<file path="config.mk">
export PLATFORM = sky130hd
export DESIGN_NAME = m_wb_uarttx
export DESIGN_NICKNAME = d
export VERILOG_FILES = /design/src/rtl/m_wb_uarttx.sv
export SDC_FILE = /design/constraint.sdc
export NUM_CORES = 1
export LEC_CHECK = 0
export CORE_MARGIN = 10
export CORE_UTILIZATION = 47
export CTS_CLUSTER_DIAMETER = 30
export DETAILED_ROUTE_END_ITERATION = 8
export PLACE_DENSITY = 0.73
export SLEW_MARGIN = 15
export SYNTH_ARGS = -nofsm -noshare
export SYNTH_HDL_FRONTEND = slang
export SYNTH_SLANG_ARGS = --single-unit
export TNS_END_PERCENT = 5
</file>
<file path="constraint.sdc">
create_clock -name CLK_I -period 3.7 [get_ports CLK_I]
set_clock_uncertainty 0.05 [all_clocks]
set_input_delay 0.37 -clock CLK_I [delete_from_list [all_inputs] [get_ports CLK_I]]
set_output_delay 0.37 -clock CLK_I [all_outputs]
set_load 0.005 [all_outputs]
</file>
<file path="src/rtl/m_wb_uarttx.sv">
// Wishbone byte-wide UART transmitter (8N1, LSB first) with a small byte FIFO and baud FSM.
// Latency: ACK_O one cycle after request; usartTX start bit on the edge after the acking edge when idle.
// Backpressure: data writes stall (ACK_O withheld) while the FIFO is full, resuming the edge after a pop.
// Ports: CLK_I clock; RST_I sync active-low reset; CYC_I/STB_I/WE_I/ADR_I/DAT_I Wishbone request
//        (ADR_I 0 = data, 1 = status); DAT_O/ACK_O Wishbone response; usartTX serial out, idle high.
module m_wb_uarttx #(
  parameter int CLKDIV   = 287,
  parameter int FIFOLOG2 = 2
) (
  input  logic        CLK_I,
  input  logic        RST_I,
  input  logic        CYC_I,
  input  logic        STB_I,
  input  logic        WE_I,
  input  logic        ADR_I,
  input  logic [7:0]  DAT_I,
  output logic [31:0] DAT_O,
  output logic        ACK_O,
  output logic        usartTX
);

  localparam int DEPTH = 1 << FIFOLOG2;
  localparam int CW    = FIFOLOG2 + 1;
  localparam int BW    = $clog2(CLKDIV);
  localparam logic [BW-1:0] BAUD_RELOAD = BW'(CLKDIV - 1);

  typedef enum logic [1:0] {IDLE, START, DATA, STOP} state_t;

  logic [7:0]          mem [DEPTH];
  logic [FIFOLOG2-1:0] wr_ptr;
  logic [FIFOLOG2-1:0] rd_ptr;
  logic [CW-1:0]       count;
  state_t              state;
  logic [BW-1:0]       baud;
  logic [2:0]          bit_idx;
  logic [7:0]          shift;

  logic        req;
  logic        fifo_empty;
  logic        fifo_full;
  logic        push;
  logic        pop;
  logic        baud_done;
  logic [31:0] status;

  // Fullness and emptiness come from the registered count only, so a pop
  // frees a slot for a stalled write one edge later, never on the same edge.
  always_comb begin
    req        = CYC_I & STB_I & ~ACK_O;
    fifo_empty = (count == '0);
    fifo_full  = (count == CW'(DEPTH));
    push       = req & WE_I & ~ADR_I & ~fifo_full;
    baud_done  = (baud == '0);
    pop        = ~fifo_empty & ((state == IDLE) | ((state == STOP) & baud_done));
    status     = {24'd0, 5'(count), (state != IDLE), fifo_full, fifo_empty};
  end

  // Bus response: every request except a data write into a full FIFO is
  // acked on the next edge; DAT_O carries data only alongside a read ack.
  always_ff @(posedge CLK_I) begin
    if (!RST_I) begin
      ACK_O <= 1'b0;
      DAT_O <= '0;
    end else begin
      ACK_O <= req & ~(WE_I & ~ADR_I & fifo_full);
      DAT_O <= (req & ~WE_I & ADR_I) ? status : '0;
    end
  end

  always_ff @(posedge CLK_I) begin
    if (push) mem[wr_ptr] <= DAT_I;
  end

  always_ff @(posedge CLK_I) begin
    if (!RST_I) begin
      wr_ptr <= '0;
      rd_ptr <= '0;
      count  <= '0;
    end else begin
      if (push) wr_ptr <= wr_ptr + 1'b1;
      if (pop)  rd_ptr <= rd_ptr + 1'b1;
      count <= count + CW'(push) - CW'(pop);
    end
  end

  // Transmit FSM. usartTX is assigned together with each state change so
  // the pin level always matches the bit period the FSM is timing.
  always_ff @(posedge CLK_I) begin
    if (!RST_I) begin
      state   <= IDLE;
      usartTX <= 1'b1;
      baud    <= '0;
      bit_idx <= '0;
      shift   <= '0;
    end else begin
      case (state)
        IDLE: begin
          usartTX <= 1'b1;
          if (pop) begin
            shift   <= mem[rd_ptr];
            baud    <= BAUD_RELOAD;
            bit_idx <= '0;
            usartTX <= 1'b0;
            state   <= START;
          end
        end
        START: begin
          if (baud_done) begin
            baud    <= BAUD_RELOAD;
            usartTX <= shift[0];
            shift   <= shift >> 1;
            state   <= DATA;
          end else begin
            baud <= baud - 1'b1;
          end
        end
        DATA: begin
          if (baud_done) begin
            baud <= BAUD_RELOAD;
            if (bit_idx == 3'd7) begin
              usartTX <= 1'b1;
              state   <= STOP;
            end else begin
              bit_idx <= bit_idx + 3'd1;
              usartTX <= shift[0];
              shift   <= shift >> 1;
            end
          end else begin
            baud <= baud - 1'b1;
          end
        end
        STOP: begin
          if (baud_done) begin
            // Chain straight into the next start bit when a byte is waiting.
            if (pop) begin
              shift   <= mem[rd_ptr];
              baud    <= BAUD_RELOAD;
              bit_idx <= '0;
              usartTX <= 1'b0;
              state   <= START;
            end else begin
              state <= IDLE;
            end
          end else begin
            baud <= baud - 1'b1;
          end
        end
        default: begin
          state   <= IDLE;
          usartTX <= 1'b1;
        end
      endcase
    end
  end

endmodule

</file>
### Word-level counts from Yosys, hierarchy flattened

Memories as Yosys holds them, arrays and structs flattened. A register that Yosys moved wholly into a read port is not among the register bits.
Cells that the tools add are included.

* bits in registers: 63
* latch bits: 0
* bits in writable memories: 32
* memory bits (read-only): 0
* bits of input ports: 14
* output and inout bits: 34
* word-level logic and storage cells: 93
* memories: 1

Memory list
* mem: depth 4, bits a word 8, rd ports 1, clocked after Yosys merged registers in 1, write ports 1, line 29 `logic [7:0] mem [DEPTH];`

* $add $sub $neg: 6
* multipliers: 0
* div/mod/pow operators: 0
* magnitude comparators: 0
* equality and inequality tests: 12
* shifts and indexed selects: 0
* mux-type cells: 33
* bitwise logic cells: 19
* reductions and logical operators: 11

Operators with widths (number)
* $mux W8: 5
* $pmux W8 S4: 1
* $mux W9: 3
* $pmux W9 S3: 1
* $mux W2: 7
* $ne A2 B2 Y1 const B: 7
* $and A1 B1 Y1: 12
* $mux W3: 4
* $reduce_and A4 Y1: 3
* $logic_not A9 Y1: 1
* $mux W1: 9
* $pmux W3 S3: 1
* $sub A9 B1 Y9 const B: 1
* $pmux W2 S4: 1
* $eq A3 B3 Y1 const B: 2
* $not A1 Y1: 6
* $reduce_and A5 Y1: 1
* $add A2 B1 Y2 const B: 2
* $eq A2 B2 Y1 const B: 2
* $pmux W1 S4: 1
* $add A3 B1 Y3: 1
* $add A3 B1 Y3 const B: 1
* $logic_not A3 Y1: 1
* $reduce_bool A3 Y1: 1
* 7 further kinds: 7

### Longest topological paths before layout

Gate-level depths: netlist (run 1).

* depth in word-level cells: 7
* gate-level depth with buffers: 13
* gate-level depth less buffers: 13

### Worst setup path before layout (run 1)

No wires, ideal clock.

* kind: register to register
* from: register count[2]
* to: register count[2]
* library setup time: 128 ps
* arrival time: 2479 ps
* required time: 3522 ps
* slack: 1043 ps
* cell stages (with the launch flop): 14
* path buffers: 2
* period minus slack after synthesis: 2657 ps
* cells stage by stage: dfxtp_1 clkbuf_1 or3b_2 and3_1 clkbuf_1 inv_1 ha_1 inv_1 ha_1 inv_1 fa_1 xor2_1 xnor2_1 nor2_1

* longest elaborated chain between the ends: 5
* elaborated cells on any way between the ends: 8
* classes of those cells: add/sub: 2; eq/ne: 1; bitwise: 4; reduce/logical: 1

RTL lines
* start: declaration: line 32 `logic [CW-1:0] count;`
* start signal: assignment: line 82 `count <= count + CW'(push) - CW'(pop);`
* $eq A3 B3 Y1: line 51 `fifo_full = (count == CW'(DEPTH));`
* $not A1 Y1: line 52 `push = req & WE_I & ~ADR_I & ~fifo_full;`
* $and A1 B1 Y1: line 52
* $add A3 B1 Y3: line 82
* $sub A3 B1 Y3 (*): line 82

Mark *: on every way between the ends. The rest lies on a longest branch, timed or not.
A chain may end at the register's enable or synchronous reset.

### Worst setup path in the final report (run 1)

* from: register baud[0]
* to: register count[2]

* longest elaborated chain between the ends: 5

RTL lines
* start: declaration: line 34 `logic [BW-1:0] baud;`
* start signal: assignment: line 114 `baud <= baud - 1'b1;`
* start signal: assignment: line 129 `baud <= baud - 1'b1;`
* start signal: assignment: line 145 `baud <= baud - 1'b1;`
* $logic_not A9 Y1: line 53 `baud_done = (baud == '0);`
* $and A1 B1 Y1: line 54 `pop = ~fifo_empty & ((state == IDLE) | ((state == STOP) & baud_done));`
* $or A1 B1 Y1: line 54
* $and A1 B1 Y1: line 54
* via pop: line 42 `logic pop;`
* $sub A3 B1 Y3: line 82

The timed path passes the listed nets, and every way through them passes these cells.

==> flow_metrics.tcl, run 1 <==
set metrics [dict create \
    post_cts_buffers 0 \
    cts_sinks 71 \
    ff_latch_area_sq_um 1740 \
    reg2reg_slack_ps 830 \
    antenna_found_initial 0 \
    rows 31 \
    drt_iter0_drc 120 \
    clock-root-buffer "clkbuf_8" \
    setup-tns-final_ps 0 \
    whs_ps 413 \
    syn2layout_area_growth_pct 10.7 \
    fin_cells 434 \
    die_h_um 107 \
    grt_usage 0.123 \
    route.detailed.drc 0 \
    cts_resized 0 \
    yosysUniqueCellTypes 56 \
    synth_top_area_share 0.271 \
    vdd_drop_max_uv 337 \
    max-cap-violations 0 \
    port_buffers 21 \
    dp_hpwl_mm 4.85 \
    grt_pass1_vias 2322 \
    finalCritPeriodShare 0.776 \
    synth-edff-count 32 \
    path_clk_slew_ps 80 \
    die_area_sq_um 11400 \
    netlist_instances 313 \
    htreeDepth 3 \
    placedCellCount 418 \
    ys_seq_area_frac 0.492 \
    finalPower_mw 2.92 \
    synth_flop_cell "dfxtp_1" \
    worstSetupPathType "reg -> reg" \
    syn_area_sq_um 3540 \
    syn_avg_cell_area_sq_um 11.3 \
    io_pins 48 \
    async_flop_share 0 \
    diodes 0 \
    layout-drive-gt1-share 0.128 \
    finalCriticalPeriod_ps 2870 \
    required_ps 3870 \
    via_count 2288 \
    timing.fmax_mhz 348 \
    synth.most_common_cell "dfxtp_1" \
    insertion_delay_ps 340 \
    start_util 0.485 \
    rsz0062_at_grt "no" \
    end_kind "flip-flop" \
    status "complete, no violations" \
    worstMarginPinSlew_ps 589 \
    cp_data_arrival_time_ps 3040 \
    coreArea_sq_um 7290 \
    place_congestion 0.890 \
    synth-seq-cells 71 \
    tritoncts "yes" \
    finalHoldViolations 0 \
    startpoint_type "flip-flop" \
    power_density_nw_per_um2 744 \
    nets 360 \
    wl_per_cell_um 15.2 \
    synth_area_leaders "edfxtp_1, dfxtp_1, buf_4, ha_1, mux4_2" \
    ys_top_cells_by_count "dfxtp_1, edfxtp_1, buf_4" \
    multi_input_comb_area_sq_um 1570 \
    cts-hold-fix-buffers 0 \
    fillers 627 \
    slew_viol_final 0 \
    grt-ovfl-total 0 \
    min_path_type "reg -> reg" \
    slew_headroom 0.607 \
    wl_mm 6.60 \
    cts_made_buffers 9 \
    grt_pass1_wl_mm 11.4 \
    die-width_um 107 \
    critPathMaxFanout 8 \
    grt_max_degree 29 \
    ys_warn_count 0 \
    post_drt_via_cell_ratio 5.27 \
    total_leakage_power_nw 1.51 \
    post-route-util 0.537 \
    dr.pass1.iters 4 \
    yosysTopAreaCell "edfxtp_1" \
    cts_buffer_depth 2 \
    finalSetupViolCount 0 \
    ant_nets 0 \
]
==> layer usage <==
| metal | track usage | share of wire | wire length, um | vias to the layer above |
|---|---|---|---|---|
| met1 | 0.144 | 0.44 | 2900 | 1104 |
| met3 | 0.0473 | 0.070 | 461 | 6 |
| met5 | 0 | 0 | 0 | - |
| met4 | 0.0435 | 0.0089 | 59 | 0 |
| met2 | 0.200 | 0.48 | 3180 | 58 |
| li1 | - | - | - | 1120 |
==> logic make-up (layout without fill, tap and decap cells) <==
group | count (synthesis) | after routing | share of synthesized area
AND/OR/NAND/NOR | 89 | 89 | 0.133
other | 1 | 26 | 0.00106
AO/OA/AOI/OAI | 50 | 50 | 0.113
adder cells (fa/ha/maj) | 16 | 16 | 0.0587
multiplexers | 24 | 24 | 0.0990
XOR/XNOR | 5 | 5 | 0.0124
buffers and inverters | 57 | 54 | 0.0912
flip-flops | 71 | 71 | 0.492
==> flip-flops by register name, summed over array words and instances, names as in the netlist, named ones only <==
name     flops
count        3
DAT_O        6
state        2
wr_ptr       2
ACK_O        1
usartTX      1
shift        8
mem         32
bit_idx      3
rd_ptr       2
baud         9
==> layout by cell type, fill, tap and decap left out, types with 2 or more instances in the layout <==
master and instances:
and3_1 5, o221a_2 3, a41o_1 3, nand4_1 2, mux4_2 8, nor4_1 3
mux2i_1 8, inv_6 3, dfxtp_1 39, or3_1 4, nor2_1 22, edfxtp_1 32
o22ai_1 2, conb_1 26, ha_1 15, a21oi_1 9, buf_4 2, nand3_1 3
clkbuf_8 9, nor2b_1 2, nand2_1 22, o21ai_0 7, inv_1 14, nand4b_1 2
nor3_1 7, a311oi_1 2, a31oi_1 5, a211oi_1 3, o31a_1 3, mux2_2 8
nor3b_1 2, clkdlybuf4s50_1 21, xnor2_1 4, and2_1 9, clkinv_4 2
==> worst max-delay path, cell delays in order, from the launching register on <==
cell and delay, ps:
dfxtp_1 350, inv_1 100, ha_1 190, nor4b_4 410, a31oi_2 240, inv_2 200
ha_1 250, inv_1 60, ha_1 130, inv_1 50, fa_1 370, xor2_1 180
xnor2_1 130, nor2_1 50
==> area by class of cell <==
| cell class | count | area share |
|---|---|---|
| repair buffers | 23 | 0.0575 |
| inverters | 15 | 0.0144 |
| well taps | 99 | 0.0316 |
| clock inverters | 7 | 0.0201 |
| clock buffers | 9 | 0.0316 |
| flip-flops and latches | 71 | 0.444 |
| multi-input cells | 210 | 0.400 |
==> power by group <==
group          internal (mW)  leakage (nW)  switching, mW
logic                  0.551         0.795          0.671
registers              0.933         0.607          0.130
clock network          0.320         0.105          0.311
==> path summary, 6_finish.rpt <==
path	cells after the start	start	end
max	13	baud[0]	count[2]
min	2	shift[6]	shift[6]
max reg2reg	13	baud[0]	count[2]
min reg2reg	2	shift[6]	shift[6]
==> through the flow <==
step	cell area (sq um)	worst slack [ps]
after floorplan	3630	1040
after global placement	3720	901
after detailed placement	3720	809
after CTS	3920	838
after global routing	3920	576
final	3920	827
No activity file was read; power rests on OpenSTA's default activity.
==> run 2, diff against run 1 <==
--- a/config.mk
+++ b/config.mk
@@ -9,7 +9,7 @@
 export CORE_UTILIZATION = 47
 export CTS_CLUSTER_DIAMETER = 30
 export DETAILED_ROUTE_END_ITERATION = 8
-export PLACE_DENSITY = 0.73
+export PLACE_DENSITY = 0.76
 export SLEW_MARGIN = 15
 export SYNTH_ARGS = -nofsm -noshare
 export SYNTH_HDL_FRONTEND = slang
==> constraint.sdc (replaced) <==
create_clock -name CLK_I -period 2.4 [get_ports CLK_I]
set_clock_uncertainty 0.05 [all_clocks]
set_input_delay 0.24 -clock CLK_I [delete_from_list [all_inputs] [get_ports CLK_I]]
set_output_delay 0.24 -clock CLK_I [all_outputs]
set_load 0.005 [all_outputs]
==> run 2 against run 1 <==
Against the previous run:
- design area increased by 7.3%
- sequential cell count unchanged
- sequential share of layout area decreased by 2.7 points
- clock power increased by 73%
- power increased by 72%
- clock-buffer cell count unchanged
- via count increased by 5.9%
- final cell count increased by 6.0%
- utilization increased by 3.9 points
- setup slack got worse by 770 ps
==> flow_metrics.tcl, run 2 (synthesis results as in run 1) <==
set metrics [dict create \
    whs_endpoint "shift[2]" \
    cts_buffer_depth 2 \
    startpoint_type "flip-flop" \
    dr.pass1.iters 4 \
    ant_nets 0 \
    power_density_nw_per_um2 1190 \
    nets 386 \
    critPathMaxFanout 3 \
    place_congestion 0.823 \
    timing.fmax_mhz 426 \
    grt_usage 0.129 \
    clock-root-buffer "clkbuf_8" \
    tritoncts "yes" \
    finalCriticalPeriod_ps 2350 \
    post_drt_via_cell_ratio 5.27 \
    grt_pass1_vias 2409 \
    min_path_type "reg -> reg" \
    grt_pass1_wl_mm 11.8 \
    insertion_delay_ps 360 \
    power.switching_mw 1.85 \
    start_util 0.485 \
    total_leakage_power_nw 1.65 \
    required_ps 2570 \
    r2r_end "count[2]" \
    cp_data_arrival_time_ps 2520 \
    max-cap-violations 0 \
    via_count 2424 \
    dp_hpwl_mm 5.24 \
    path_clk_slew_ps 80 \
    coreArea_sq_um 7290 \
    hold_depth 2 \
    holdCritStartpoint "shift[2]" \
    slew_headroom 0.641 \
    swShare 0.369 \
    die-width_um 107 \
    port_buffers 21 \
    route.detailed.drc 0 \
    worstMarginPinSlew_ps 538 \
    dpl_cell_area_sq_um 3920 \
    diodes 0 \
    post-place-ws_ps -62.2 \
    io_pins 48 \
    finalCritPeriodShare 0.978 \
    rows 31 \
    design_area_sq_um 4210 \
    cts_sinks 71 \
    finalSetupViolCount 0 \
    drt_iter0_drc 133 \
    layout-drive-gt1-share 0.241 \
    status "complete, no violations" \
    die_h_um 107 \
    power.internal_mw 3.17 \
    postLayoutSetupSlackWorst_ps 52.1 \
    rsz0062_at_grt "yes" \
    top_regs "mem: 32 flops, baud: 9 flops, shift: 8 flops" \
    grt_max_degree 15 \
    finalHoldViolations 0 \
    finalPower_mw 5.02 \
    clockPowerShare 0.217 \
    cts-hold-fix-buffers 0 \
    regMostFlops "mem" \
    reg2reg_from "baud[0]" \
    end_kind "flip-flop" \
    wl_per_cell_um 15.8 \
    pwr-share-comb 0.461 \
    pwr-share-seq 0.321 \
    antenna_found_initial 0 \
    largest_reg_flops 32 \
    wl_mm 7.25 \
    r2r_cells 13 \
    reg2reg_slack_ps 50 \
    syn2layout_area_growth_pct 18.8 \
    grt-ovfl-total 0 \
    final_common_cell "dfxtp_1" \
    htreeDepth 3 \
    vdd_drop_max_uv 576 \
    worstSetupPathType "reg -> reg" \
    slew_viol_final 0 \
    die_area_sq_um 11400 \
    layout_common_cells "dfxtp_1, edfxtp_1, buf_4, conb_1" \
    cts_made_buffers 9 \
]
## run 2: changes by cell type in the layout (fill, tap and decap cells not counted), moves of 2 or more
cell / delta
buf_4: +26
dfxtp_1: -6
dfxtp_2: +4
dfxtp_4: +2
ha_1: -4
ha_4: +3
inv_1: -6
inv_2: +4
inv_4: +2
## run 2: cell type report
class | instances | area (sq um)
fillers | 624 | 3090
flip-flops and latches | 71 | 1750
multi-input cells | 210 | 1620
repair buffers | 49 | 420
clock buffers | 9 | 124
well taps | 99 | 124
clock inverters | 7 | 104
inverters | 15 | 61.3
## run 2: worst max-delay path, cell delays in order (launching register included)
cell	delay, ps
dfxtp_4	370
inv_4	60
ha_4	130
nor4b_4	240
a31oi_2	150
inv_2	110
ha_4	200
inv_2	60
ha_4	110
inv_2	30
fa_2	320
xor2_1	190
xnor2_1	130
nor2_1	60
## run 2: metrics by stage
step	setup TNS (ps)	hold slack [ps]	utilization	cells
after floorplan	-100	289	-	338
after global placement	-12.3	394	0.538	439
after detailed placement	-62.2	403	0.538	439
after CTS	0	415	0.571	456
after global routing	-58.7	431	0.577	460
final	0	414	0.577	460
## run 2: worst max-delay path by stage
stage	cells after the start	slack, ps	end	from
global route	13	-60	count[2]	baud[0]
CTS	13	5	count[2]	state[0]
global placement	12	-10	count[2]	WE_I
detailed placement	12	-60	count[2]	WE_I
floorplan	13	-100	count[2]	baud[1]
finish	13	50	count[2]	baud[0]
## run 2: power by group through the flow
stage                     registers, mW  clock network, mW  logic [mW]
after floorplan                    1.57                  0        1.70
after detailed placement           1.63                  0        2.20
after global routing               1.64               1.17        2.54
final                              1.61               1.09        2.31
after global placement             1.62                  0        2.15
after CTS                          1.61               1.11        2.24
## run 2: repair_timing
action                                  in CTS  in global routing
pin swaps                                    2                  7
gates resized for setup                      2                  8
endpoints found under the setup margin       1                  1
buffers inserted                             1                  4
## run 2: per-layer routing
layer / vias to the layer above / wire [um] / GRT usage
met4: 0 / 122 / 0.0551
met5: - / 0 / 0
met3: 9 / 395 / 0.0461
met2: 60 / 3630 / 0.211
met1: 1185 / 3100 / 0.150
li1: 1170 / - / -
